==> config.mk <==
export PLATFORM = sky130hd
export DESIGN_NAME = keypad_scan_debounce
export DESIGN_NICKNAME = d
export VERILOG_FILES = /design/src/rtl/keypad_scan_debounce.sv
export SDC_FILE = /design/constraint.sdc
export NUM_CORES = 1
export LEC_CHECK = 0
export BUFFER_PORTS_ARGS = -buffer_cell sky130_fd_sc_hd__buf_2
export CORE_MARGIN = 1.5
export CORE_UTILIZATION = 50
export CTS_BUF_LIST = sky130_fd_sc_hd__clkbuf_16
export CTS_CLUSTER_SIZE = 28
export DETAILED_ROUTE_END_ITERATION = 10
export GPL_ROUTABILITY_DRIVEN = 0
export PLACE_DENSITY = 0.65
export SYNTH_ARGS = -nofsm -noshare
export SYNTH_HDL_FRONTEND = slang
export SYNTH_SLANG_ARGS = --single-unit
==> constraint.sdc <==
create_clock -name clk -period 3.5 [get_ports clk]
set_input_delay 0.7 -clock clk [delete_from_list [all_inputs] [get_ports clk]]
set_output_delay 0.7 -clock clk [all_outputs]
set_load 0.01 [all_outputs]
==> src/rtl/keypad_scan_debounce.sv <==
// keypad_scan_debounce: row-scanning matrix keypad reader with frame-based debounce.
//   clk          system clock, rising edge
//   reset        asynchronous active-high reset
//   keypadCol    active-low column sense lines (asynchronous)
//   keypadRow    active-low row drive, one bit low at a time
//   key_code     row*COLS+col of the last accepted key
//   key_valid    one-cycle pulse on accepted press
//   key_held     high while the accepted key stays pressed
//   key_release  one-cycle pulse on accepted release
//   multi_key    high while the last frame saw more than one key
module keypad_scan_debounce #(
   parameter int ROWS     = 4,
   parameter int COLS     = 4,
   parameter int SCAN_DIV = 250000,
   parameter int DEBOUNCE = 4,
   parameter int CODE_W   = 4
) (
   input  logic              clk,
   input  logic              reset,
   input  logic [COLS-1:0]   keypadCol,
   output logic [ROWS-1:0]   keypadRow,
   output logic [CODE_W-1:0] key_code,
   output logic              key_valid,
   output logic              key_held,
   output logic              key_release,
   output logic              multi_key
);
   localparam int DIV_W = $clog2(SCAN_DIV);
   localparam int ROW_W = ROWS > 1 ? $clog2(ROWS) : 1;
   localparam int DB_W  = $clog2(DEBOUNCE + 1);
   typedef enum logic [1:0] {RELEASED, PRESS_PEND, PRESSED, RELEASE_PEND} state_t;
   state_t              state;
   logic [COLS-1:0]     col_meta, col_sync, low;
   logic [DIV_W-1:0]    div_cnt;
   logic [ROW_W-1:0]    row_idx;
   logic [1:0]          acc_hits, frame_hits;
   logic [CODE_W-1:0]   acc_code, col_idx, samp_code, fr_code, cand;
   logic                acc_multi, sample, frame_end, samp_hit, samp_multi;
   logic                fr_multi, fr_none, fr_single;
   logic [DB_W-1:0]     db_cnt, db_next;
   always_comb begin
      low        = ~col_sync;
      sample     = div_cnt == DIV_W'(SCAN_DIV - 1);
      frame_end  = sample && row_idx == ROW_W'(ROWS - 1);
      samp_hit   = low != '0 && (low & (low - 1'b1)) == '0;
      samp_multi = low != '0 && !samp_hit;
      col_idx    = '0;
      for (int c = 0; c < COLS; c++)
         if (low[c]) col_idx = CODE_W'(c);
      samp_code  = CODE_W'(int'(row_idx) * COLS) + col_idx;
      // acc_hits saturates at 2, so the 2-bit sum cannot overflow past "more than one"
      frame_hits = acc_hits + {1'b0, samp_hit};
      fr_multi   = acc_multi || samp_multi || frame_hits > 2'd1;
      fr_none    = !fr_multi && frame_hits == 2'd0;
      fr_single  = !fr_multi && frame_hits == 2'd1;
      fr_code    = samp_hit ? samp_code : acc_code;
      db_next    = db_cnt + 1'b1;
      keypadRow  = ~(ROWS'(1) << row_idx);
   end
   always_ff @(posedge clk or posedge reset) begin
      if (reset) begin
         col_meta  <= '1;
         col_sync  <= '1;
         div_cnt   <= '0;
         row_idx   <= '0;
         acc_hits  <= '0;
         acc_code  <= '0;
         acc_multi <= 1'b0;
         multi_key <= 1'b0;
      end else begin
         col_meta <= keypadCol;
         col_sync <= col_meta;
         div_cnt  <= sample ? '0 : div_cnt + 1'b1;
         if (sample) begin
            row_idx <= frame_end ? '0 : row_idx + 1'b1;
            if (frame_end) begin
               acc_hits  <= '0;
               acc_multi <= 1'b0;
               multi_key <= fr_multi;
            end else begin
               acc_hits  <= frame_hits > 2'd2 ? 2'd2 : frame_hits;
               acc_multi <= acc_multi | samp_multi;
               if (samp_hit) acc_code <= samp_code;
            end
         end
      end
   end
   // Debounce FSM advances only on non-MULTI frame results
   always_ff @(posedge clk or posedge reset) begin
      if (reset) begin
         state       <= RELEASED;
         cand        <= '0;
         db_cnt      <= '0;
         key_code    <= '0;
         key_valid   <= 1'b0;
         key_release <= 1'b0;
         key_held    <= 1'b0;
      end else begin
         key_valid   <= 1'b0;
         key_release <= 1'b0;
         if (frame_end && !fr_multi) begin
            case (state)
               RELEASED:
                  if (fr_single) begin
                     cand <= fr_code;
                     if (DEBOUNCE == 1) begin
                        state     <= PRESSED;
                        key_code  <= fr_code;
                        key_valid <= 1'b1;
                        key_held  <= 1'b1;
                     end else begin
                        state  <= PRESS_PEND;
                        db_cnt <= DB_W'(1);
                     end
                  end
               PRESS_PEND:
                  if (fr_none) begin
                     state  <= RELEASED;
                     db_cnt <= '0;
                  end else if (fr_code != cand) begin
                     cand   <= fr_code;
                     db_cnt <= DB_W'(1);
                  end else if (db_next == DB_W'(DEBOUNCE)) begin
                     state     <= PRESSED;
                     key_code  <= cand;
                     key_valid <= 1'b1;
                     key_held  <= 1'b1;
                     db_cnt    <= '0;
                  end else begin
                     db_cnt <= db_next;
                  end
               PRESSED:
                  if (fr_none || fr_code != key_code) begin
                     if (DEBOUNCE == 1) begin
                        state       <= RELEASED;
                        key_release <= 1'b1;
                        key_held    <= 1'b0;
                     end else begin
                        state  <= RELEASE_PEND;
                        db_cnt <= DB_W'(1);
                     end
                  end
               RELEASE_PEND:
                  if (fr_single && fr_code == key_code) begin
                     state  <= PRESSED;
                     db_cnt <= '0;
                  end else if (db_next == DB_W'(DEBOUNCE)) begin
                     state       <= RELEASED;
                     key_release <= 1'b1;
                     key_held    <= 1'b0;
                     db_cnt      <= '0;
                  end else begin
                     db_cnt <= db_next;
                  end
            endcase
         end
      end
   end
endmodule

=== Word-level counts from Yosys, hierarchy flattened ===
Cells that the tools add are included.
W data, S select, Z words.

* Shift-type cells: 1
* Add/subtract/negate cells: 6
* Bitwise gates (word level): 7
* Reductions and logical operators: 25
* Magnitude comparators: 2
* Muxes and demuxes: 42
* Eq/ne operators: 21

{| class="wikitable"
|+ Operators by type and width
! cell !! number
|-
| $mux W4 || 6
|-
| $mux W2 || 10
|-
| $add A18 B1 Y18 const B || 1
|-
| $eq A18 B18 Y1 const B || 1
|-
| $mux W18 || 1
|-
| $mux W3 || 6
|-
| $ne A2 B2 Y1 const B || 8
|-
| $mux W1 || 15
|-
| $pmux W3 S4 || 1
|-
| $reduce_and A5 Y1 || 2
|-
| $ne A3 B3 Y1 const B || 3
|-
| $ne A4 B4 Y1 || 2
|-
| $not A4 Y4 || 2
|-
| $pmux W2 S4 || 1
|-
| $pmux W4 S2 || 1
|-
| $logic_and A1 B1 Y1 || 7
|-
| $reduce_and A7 Y1 || 1
|-
| $eq A2 B2 Y1 const B || 3
|-
| $reduce_and A6 Y1 || 1
|-
| $add A4 B4 Y4 || 1
|-
| $and A4 B4 Y4 || 1
|-
| $eq A2 B1 Y1 const B || 2
|-
| $eq A4 B4 Y1 || 1
|-
| $logic_not A2 Y1 || 2
|-
| 18 further kinds || 25
|}

* Bits in registers: 52
* Input bits: 6
* Word-level logic and storage cells: 119

=== Longest topological paths before layout ===
Gate-level depths: netlist (run 1).

* Depth after elaboration: 15
* Gate-level depth with buffers: 13
* Mapped depth without buffers: 12

=== Least setup slack after synthesis (run 1) ===
No wires, ideal clock.

* Path kind: flip-flop to flip-flop
* Start point: reg col_sync[2]
* End point: reg cand[0]
* Cell stages (with the launch flop): 13
* Slack: 554 ps
* Setup time: 125 ps
* Arrival: 2822 ps
* Required time: 3375 ps
* Path through: dfstp_2 > clkbuf_8 > maj3_1 > a21oi_2 > nor2_1 > ha_1 > nor2b_1 > or2_0 > nor3_1 > and3_1 > clkbuf_1 > nand4b_1 > mux2_2

* Cells in the longest elaborated chain, start to end: 13
* Elaborated cells on any way between the ends: 31
* Those cells by class: 3 x add/sub; 1 x order compare; 5 x eq/ne; 7 x mux; 2 x bitwise; 13 x reduce/logical

{| class="wikitable"
|+ Ends and longest elaborated chain
! item !! RTL line !! RTL
|-
| start, declared || 33 || <nowiki>logic [COLS-1:0] col_meta, col_sync, low;</nowiki>
|-
| start signal, assigned || 72 || <nowiki>col_sync <= col_meta;</nowiki>
|-
| $not A4 Y4 * || 42 || <nowiki>low = ~col_sync;</nowiki>
|-
| parallel branches: the longest is 12 deep, another holds $sub A4 B1 Y4 || n/a ||
|-
| end signal, assigned || 105 || <nowiki>cand <= fr_code;</nowiki>
|-
| end signal, assigned || 121 || <nowiki>cand <= fr_code;</nowiki>
|-
| end, declared || 37 || <nowiki>logic [CODE_W-1:0] acc_code, col_idx, samp_code, fr_code, cand;</nowiki>
|}

Every way passes the cells marked *. The select of a mux whose other input is x is not followed.
A chain may end at the register's enable or synchronous reset.

=== Worst setup path in the final report (run 1) ===
* Start point: reg col_sync[3]
* End point: reg cand[3]

Same word-level chain as after synthesis.

==> summary.md, run 1 <==
| Metric | Value |
|---|---|
| NetSw | ~0.25 mW |
| Ys flop type | dfrtp_1 |
| Fmax | 0.312 GHz |
| Pwr/cell area | 398 nW/um^2 |
| Final Critical Period | 3.20 ns |
| Dpl hpwl | 3.50 mm |
| Fraction of registers with async set/reset | 100% |
| Clock tree root driver cell | clkbuf_16 |
| Clock Sinks | 52 |
| Post-route DRC | 0 |
| Setup violators final | 0 |
| Comb power frac | 4.7% |
| Final period utilization | 91.5% |
| Crit path kind | reg -> reg |
| I/O pins | 18 |
| Layout area overhead | 9.75% |
| Clock tree buffer depth | 2 |
| Tot GR Track Use | 18.2% |
| Clock tree from TritonCTS | yes |
| Most frequent cells after synthesis | dfrtp_1, nor2_1, nand2_1 |
| Pins over their slew limit | 0 |
| Final setup TNS | 0 ns |
| Sw frac | 20.8% |
| Clock skew | 0.00605 ns |
| 1st-pass router iterations | 4 |
| Vias/cell | 5.42 |
| Port-buffer cells | 17 |
| Synth Net Count | 285 |
| CP required | roughly 3.7 ns |
| Final Hold Viols | 0 |
| Ys Warns | 0 |
| Synth area leaders | dfrtp_1, dfstp_2, mux2_2 |
| RSZ-0062 raised after global routing | no |
| # rows | 26 |
| Routed WL | between 4 and 5 mm |
| Max-cap violation count | 0 |
| Mapped Area | 2790 sq um |
| Initial DRC count | 50 |
| H-tree depth reported by CTS | 2 |
| Post-synthesis sequential area ratio | 47.1% |
| Leak Pwr | 1.39 nW |
| Routed Antenna Nets | 0 |
| Critical Path Sink Type | flip-flop |
| Clk slew on worst S/H paths | around 0.070 ns |
| Die area | 6030 sq um |
| CTS buffer count | 5 |
| Worst hold path type | in -> async |
| Peak VDD IR | 0.223 mV |
| DIE WIDTH | around 78 um |
| Initial Utilization | 53.2% |
| Critical path data arrival time | 3.38 ns |
| Grt ovf | 0 |
| Drt wl/cell | ~14 um |
| WP buf/inv | 0 |
| Die Y | 77.6 um |
| Slowest CP cell | dfstp_2 |
| First-pass GRT wire length | 8.64 mm |
| Worst-path cell chain | maj3_1 -> a21oi_2 -> nor2_1 -> ha_1 -> nor2b_1 -> or2_0 -> nor3_1 -> and3_1 -> nand4b_1 -> mux2_2 |
| Core area | 5240 sq um |
| Largest delay contributor family on the critical path | simple AND/OR/NAND/NOR gates |
| Mapped Avg Cell Area | 10.3 sq um |
| Post-CTS Setup Inserts | 0 |
| Power share of the sequential group | 50.7% |
| Via count of the routed design | 1935 |
| Crit-path max FO | 11 |
| Largest net degree at the start of global routing | 39 |
| PnR Total Power | 1.22 mW |
| Number of enable flip-flop cells after synthesis | 0 |
| Filler instances | 461 |
| Synth cell types | 59 |
| Initial antenna violation count | 0 |
| P_int | 0.963 mW |
| Register bit total from synthesis | 52 |
| Cell with the most instances after synthesis | dfrtp_1 |
| Area leader, netlist | dfrtp_1 |
| Crit-path max cell delay | 0.42 ns |
| Layout Nets | 301 |
| Clk pwr share | 44.5% |
| Status | complete, no violations |
| Fraction of layout instances using a drive strength above 1 | 20.9% |
| Slew @ Worst Pin | approximately 0.7 ns |
| Synth top area share | just under 40% |
| Rel. slew slack | 51.5% |
| Post-Synthesis Cells | 270 |
| Vias in the first global route | 1887 |
| CP Launch Type | flip-flop |
| # diodes | 0 |
| Skew-Pair Late Insertion Delay | ~0.29 ns |
-- final timing paths --
check / slack (ns) / to / start / depth (start not counted)
worst min register to register: 0.36 / col_sync[0] / col_meta[0] / 0
worst max-delay path: 0.30 / cand[3] / col_sync[3] / 10
min in group clk: 0.36 / col_sync[0] / col_meta[0] / 0
max in group asynchronous: 2.35 / col_sync[3] / reset / 3
worst max register to register: 0.30 / cand[3] / col_sync[3] / 10
worst min-delay path: 0.36 / acc_code[1] / reset / 2
-- sequential cells by signal, indices dropped and copies added, names as in the netlist, 2 cells and up --
register / cells
col_sync: 4
acc_code: 4
div_cnt: 18
cand: 4
key_code: 4
col_meta: 4
db_cnt: 3
acc_hits: 2
state: 2
row_idx: 2
-- cell usage in the layout (no fill, tap or decap), drive strengths merged, types with 2 or more instances in the layout --
| cell type | count |
|---|---|
| nor3 | 9 |
| a211oi | 3 |
| o21ai | 13 |
| nand2 | 21 |
| xnor2 | 12 |
| a31o | 2 |
| dfstp | 8 |
| o22a | 2 |
| buf | 19 |
| and3 | 5 |
| nor4 | 2 |
| nor3b | 2 |
| o22ai | 2 |
| clkbuf | 5 |
| a21boi | 3 |
| inv | 14 |
| a21oi | 9 |
| nor2 | 26 |
| nand4b | 3 |
| o21a | 3 |
| mux2 | 12 |
| nand4 | 6 |
| o211ai | 3 |
| nor2b | 7 |
| a21o | 2 |
| xor2 | 8 |
| or2 | 2 |
| dfrtp | 44 |
| nand3b | 2 |
| or3 | 2 |
| ha | 9 |
| nand3 | 7 |
| clkinv | 2 |
| and2 | 2 |
-- layout make-up --
type	count	area, sq um	share of cell area (%)
clock inverter	3	37.5	1.23
timing repair buffer	19	100	3.27
sequential	52	1310	42.9
multi-input combinational	194	1340	43.9
clock buffer	5	125	4.09
inverter	14	52.6	1.72
tap	70	87.6	2.87
-- per-layer routing --
layer	share of wire, %	wire length, um	track usage, %	vias to the layer above
met1	50	2480	24.9	932
met4	1.4	70	6.91	0
met3	2.8	140	3.18	6
met2	46	2250	28.7	29
met5	0	0	0	-
li1	-	-	-	968
-- through the flow --
step / setup slack (ns) / area [sq um] / hold WS [ns] / util (%) / instances
finish: 0.298 / 3060 / 0.356 / 58.4 / 357
global route: 0.0127 / 3060 / 0.360 / 58.4 / 357
CTS: 0.276 / 3060 / 0.357 / 58.4 / 357
detailed placement: 0.291 / 2890 / 0.348 / 55.3 / 349
global placement: 0.346 / 2890 / 0.351 / 55.3 / 349
floorplan: 0.554 / 2790 / 0.345 / - / 270
-- power by group through the flow --
stage | combinational [mW] | sequential [mW] | clock (mW)
2_1_floorplan | 0.0526 | 0.622 | 0
3_3_place_gp | 0.0585 | 0.628 | 0
3_5_place_dp | 0.0588 | 0.628 | 0
4_1_cts | 0.0592 | 0.617 | 0.558
5_1_grt | 0.0667 | 0.617 | 0.580
6_report | 0.0575 | 0.617 | 0.541
-- kinds of logic after synthesis --
group | count (synthesis) | share of synthesized area [%]
simple gates | 103 | 20.6
flops | 52 | 47.1
compound gates | 48 | 11.7
buf+inv | 24 | 4.72
xor+xnor | 20 | 6.29
mux | 13 | 5.21
fa+ha+maj | 10 | 4.40
-- worst register-to-register path, stage by stage, from the launching register on --
cell,delay (ns)
dfstp_2,0.42
maj3_1,0.40
a21oi_2,0.24
nor2_1,0.08
ha_1,0.19
nor2b_1,0.14
or2_0,0.23
nor3_1,0.39
and3_1,0.36
nand4b_1,0.28
mux2_2,0.35
-- timing repair --
item,CTS,global route
hold buffers,0,0
gates resized for setup,0,1
setup endpoints to repair,0,4
Note: power is estimated with default switching activity, not from simulation.
==> run 2, diff against run 1 <==
--- a/config.mk
+++ b/config.mk
@@ -5,14 +5,17 @@
 export SDC_FILE = /design/constraint.sdc
 export NUM_CORES = 1
 export LEC_CHECK = 0
+export ABC_AREA = 1
 export BUFFER_PORTS_ARGS = -buffer_cell sky130_fd_sc_hd__buf_2
+export CELL_PAD_IN_SITES_DETAIL_PLACEMENT = 1
+export CELL_PAD_IN_SITES_GLOBAL_PLACEMENT = 1
 export CORE_MARGIN = 1.5
-export CORE_UTILIZATION = 50
+export CORE_UTILIZATION = 46
 export CTS_BUF_LIST = sky130_fd_sc_hd__clkbuf_16
 export CTS_CLUSTER_SIZE = 28
 export DETAILED_ROUTE_END_ITERATION = 10
 export GPL_ROUTABILITY_DRIVEN = 0
-export PLACE_DENSITY = 0.65
+export PLACE_DENSITY = 0.77
 export SYNTH_ARGS = -nofsm -noshare
 export SYNTH_HDL_FRONTEND = slang
 export SYNTH_SLANG_ARGS = --single-unit
==> run 2 against run 1 <==
Core utilization is 4.4 points lower. Hold slack improved by 0.0017 ns. Power decreased by 1.3%. Non-clock buffer count fell by 1. Critical endpoint is now state[1]. Flip-flop and latch count unchanged. Clock-buffer cell count is the same.
==> summary.md, run 2 <==
| Metric | Value |
|---|---|
| Crit path kind | reg -> reg |
| Layout area overhead | 11.3% |
| CP Launch Type | flip-flop |
| Final hold slack | 0.357 ns (+0.00166 ns) |
| Most used cells in the layout excluding fill and tap cells | nand2_1, inv_1, dfrtp_1 |
| RSZ-0062 raised after global routing | no |
| Max-cap violation count | 0 (unchanged) |
| Die Y | 82.7 um (+6.5%) |
| Post-synthesis compound-gate area fraction | 6.13% (-5.6 points) |
| Synth cell types | 33 (-44%) |
| Synth Net Count | 371 (+30%) |
| Comb power frac | 6.8% (+2.1 points) |
| Initial DRC count | 75 (+50%) |
| Reg2Reg Depth | 16 (+6) |
| Area leader, netlist | dfrtp_1 |
| Core area | 6030 sq um (+15%) |
| Vias in the first global route | 2524 (+34%) |
| Routed Antenna Nets | 0 (unchanged) |
| CP required | 3.68 ns (about the same) |
| Post-synthesis sequential area ratio | 44.9% (-2.2 points) |
| CP startpoint | col_sync[3] |
| Drt wl/cell | 15.3 um (+11%) |
| Final Hold Viols | 0 (unchanged) |
| Fmax | 0.378 GHz (+21%) |
| R2r setup slk | 0.86 ns (+0.56 ns) |
| Ys Warns | 0 (unchanged) |
| H-tree depth reported by CTS | 2 (unchanged) |
| Post-CTS Setup Inserts | 0 (unchanged) |
| CP dominant cell by count | nand2_1 |
| Largest delay contributor family on the critical path | simple AND/OR/NAND/NOR gates |
| Fraction of registers with async set/reset | 100% (unchanged) |
| Initial antenna violation count | 0 (unchanged) |
| P_int | 0.901 mW (-6.5%) |
| Synth top area share | 37.7% (-1.8 points) |
| Most common cell after layout, fill and taps aside | nand2_1 |
| Hold Crit Start | col_meta[1] |
| Final setup TNS | 0 ns (unchanged) |
| Pwr/cell area | 369 nW/um^2 (-7.2%) |
| First-pass GRT wire length | 11.8 mm (+37%) |
| XOR/XNOR share of the synthesized area | 3.00% (-3.3 points) |
| Post-route DRC | 0 (unchanged) |
| Post-Route Utilization | 53.9% (-4.4 points) |
| Crit-path max cell delay | 0.56 ns (+0.14 ns) |
| Mapped Area | 2920 sq um (+4.9%) |
| Die area | 6840 sq um (+13%) |
| Clock tree root driver cell | clkbuf_16 |
| Skew-Pair Late Insertion Delay | 0.29 ns (about the same) |
| Routed WL | 6.99 mm (+41%) |
| Worst-path cell chain | nand2_2 -> inv_2 -> nand2_4 -> nand3_4 -> inv_1 -> ha_1 -> xnor2_1 -> nand2_2 -> nor2_4 -> nor3_1 -> nand3_1 -> nand2_1 -> inv_2 -> nand3_1 -> nand2_1 -> nand2_1 |
| Initial Utilization | 48.5% (-4.7 points) |
| Worst flop-to-flop path endpoint | state[1] |
| GR Util met3 | 3.41% (+0.23 points) |
| Worst Setup EP | state[1] |
| Most Crowded Layer GR | met2 |
| # rows | 28 (+7.7%) |
| Clk pwr share | 42.2% (-2.3 points) |
| Vias/cell | 5.27 (-2.7%) |
| CTS buffer count | 5 (unchanged) |
| Peak VDD IR | 0.275 mV (+24%) |
| Final Critical Period | 2.64 ns (-0.559 ns) |
| Fraction of layout instances using a drive strength above 1 | 18.1% (-2.8 points) |
| Max reg flops | 18 (unchanged) |
| Synth Area in Adders | 3.86% (-0.55 points) |
| Post-synthesis simple-gate area fraction | 34.3% (+14 points) |
| Ys flop type | dfrtp_1 |
| Most frequent cells after synthesis | nand2_1, inv_1, dfrtp_1 |
| NetSw | 0.299 mW (+19%) |
| Clock skew | 0.00461 ns (-0.00144 ns) |
| Dpl hpwl | 5.41 mm (+55%) |
| Post-Synthesis Cells | 356 (+32%) |
| Largest family of logic cells by synthesized area | simple AND/OR/NAND/NOR gates |
| Mapped Avg Cell Area | 8.20 sq um (-20%) |
| Power share of the sequential group | 51.0% (+0.3 points) |
| Worst path depth | 16 (+6) |
| Post-CTS sizing | 0 (unchanged) |
| WP buf/inv | 3 (+3) |
| Met2 usage in global routing | 40.1% (+11 points) |
| Crit-path max FO | 8 (-3) |
| # diodes | 0 (unchanged) |
| Clk slew on worst S/H paths | 0.07 ns (about the same) |
| 1st-pass router iterations | 4 (unchanged) |
| Clock Sinks | 52 (unchanged) |
| Worst hold path type | reg -> reg |
| Final period utilization | 75.5% (-16 points) |
| Status | complete, no violations |
| Critical Path Sink Type | flip-flop |
| Post-synthesis mux area share | 0% (-5.2 points) |
| Sw frac | 25.0% (+4.2 points) |
| Cell with the most instances after synthesis | nand2_1 |
| Port-buffer cells | 17 (unchanged) |
| Rel. slew slack | 63.2% (+12 points) |
| Number of enable flip-flop cells after synthesis | 0 (unchanged) |
| Largest net degree at the start of global routing | 28 (-28%) |
| Setup violators final | 0 (unchanged) |
| DIE WIDTH | 82.7 um (+6.5%) |
| Pins over their slew limit | 0 (unchanged) |
| Global-route track usage on met1 | 29.7% (+4.8 points) |
| Largest reg by FF count | div_cnt |
| Tot GR Track Use | 22.9% (+4.7 points) |
| Layout Nets | 395 (+31%) |
| I/O pins | 18 (unchanged) |
| Clock tree buffer depth | 2 (unchanged) |
| Synth area leaders | dfrtp_1, nand2_1, dfstp_2 |
| Slowest CP cell | dfstp_2 |
| Leak Pwr | 1.61 nW (+16%) |
| Clock tree from TritonCTS | yes |
| Critical path data arrival time | 2.82 ns (-0.56 ns) |
| Hold_buf cts | 0 (unchanged) |
| Worst r2r src | col_sync[3] |
| Register bit total from synthesis | 52 (unchanged) |
| Via count of the routed design | 2404 (+24%) |
| Grt ovf | 0 (unchanged) |
| Slew @ Worst Pin | 0.552 ns (-0.170 ns) |
run 2: cell types whose count changed after synthesis, moves of 5 or more:
cell,change
nand3_1,+25
nand4_1,+6
xnor2_1,-11
nand2_1,+60
nor2b_1,-7
nand2_2,+7
inv_1,+40
o21ai_1,+7
inv_2,+5
clkbuf_1,-5
mux2_2,-12
run 2: power by group through the flow:
stage / combinational (mW) / clock, mW / sequential, mW
final: 0.0816 / 0.506 / 0.612
after detailed placement: 0.0828 / 0 / 0.624
after global routing: 0.0916 / 0.539 / 0.613
after global placement: 0.0791 / 0 / 0.623
after floorplan: 0.0601 / 0 / 0.623
after CTS: 0.0834 / 0.519 / 0.612
run 2: how the worst min path moves through the flow:
stage	endpoint	slack, ns	depth (start not counted)
global placement	col_sync[0]	0.35	0
global route	col_sync[1]	0.37	0
CTS	col_sync[1]	0.36	0
finish	col_sync[1]	0.36	0
floorplan	col_sync[0]	0.35	0
detailed placement	col_sync[1]	0.35	0
run 2: logic make-up after synthesis:
family / Yosys count
buf+inv: 60
fa+ha+maj: 9
xor+xnor: 10
compound gates: 33
simple gates: 192
flops: 52
run 2: area by class of cell:
cell class / count / area [sq um]
multi-input cells: 244 / 1380
clock buffers: 5 / 125
clock inverters: 3 / 26.3
fillers: 752 / 2780
repair buffers: 18 / 92.6
flip-flops and latches: 52 / 1310
inverters: 59 / 221
well taps: 75 / 93.8
run 2: through the flow:
stage	setup WS (ns)	area (sq um)	std cells	power [mW]
2_1_floorplan	1.27	2920	356	0.683
3_3_place_gp	1.01	3100	448	0.702
3_5_place_dp	0.904	3100	448	0.706
4_1_cts	0.871	3250	456	1.21
5_1_grt	0.604	3250	456	1.24
6_report	0.858	3250	456	1.20
run 2: routing by layer:
layer	routed length (um)	vias up
li1	-	1189
met1	3280	1184
met2	3500	26
met3	166	5
met4	49	0
met5	0	-
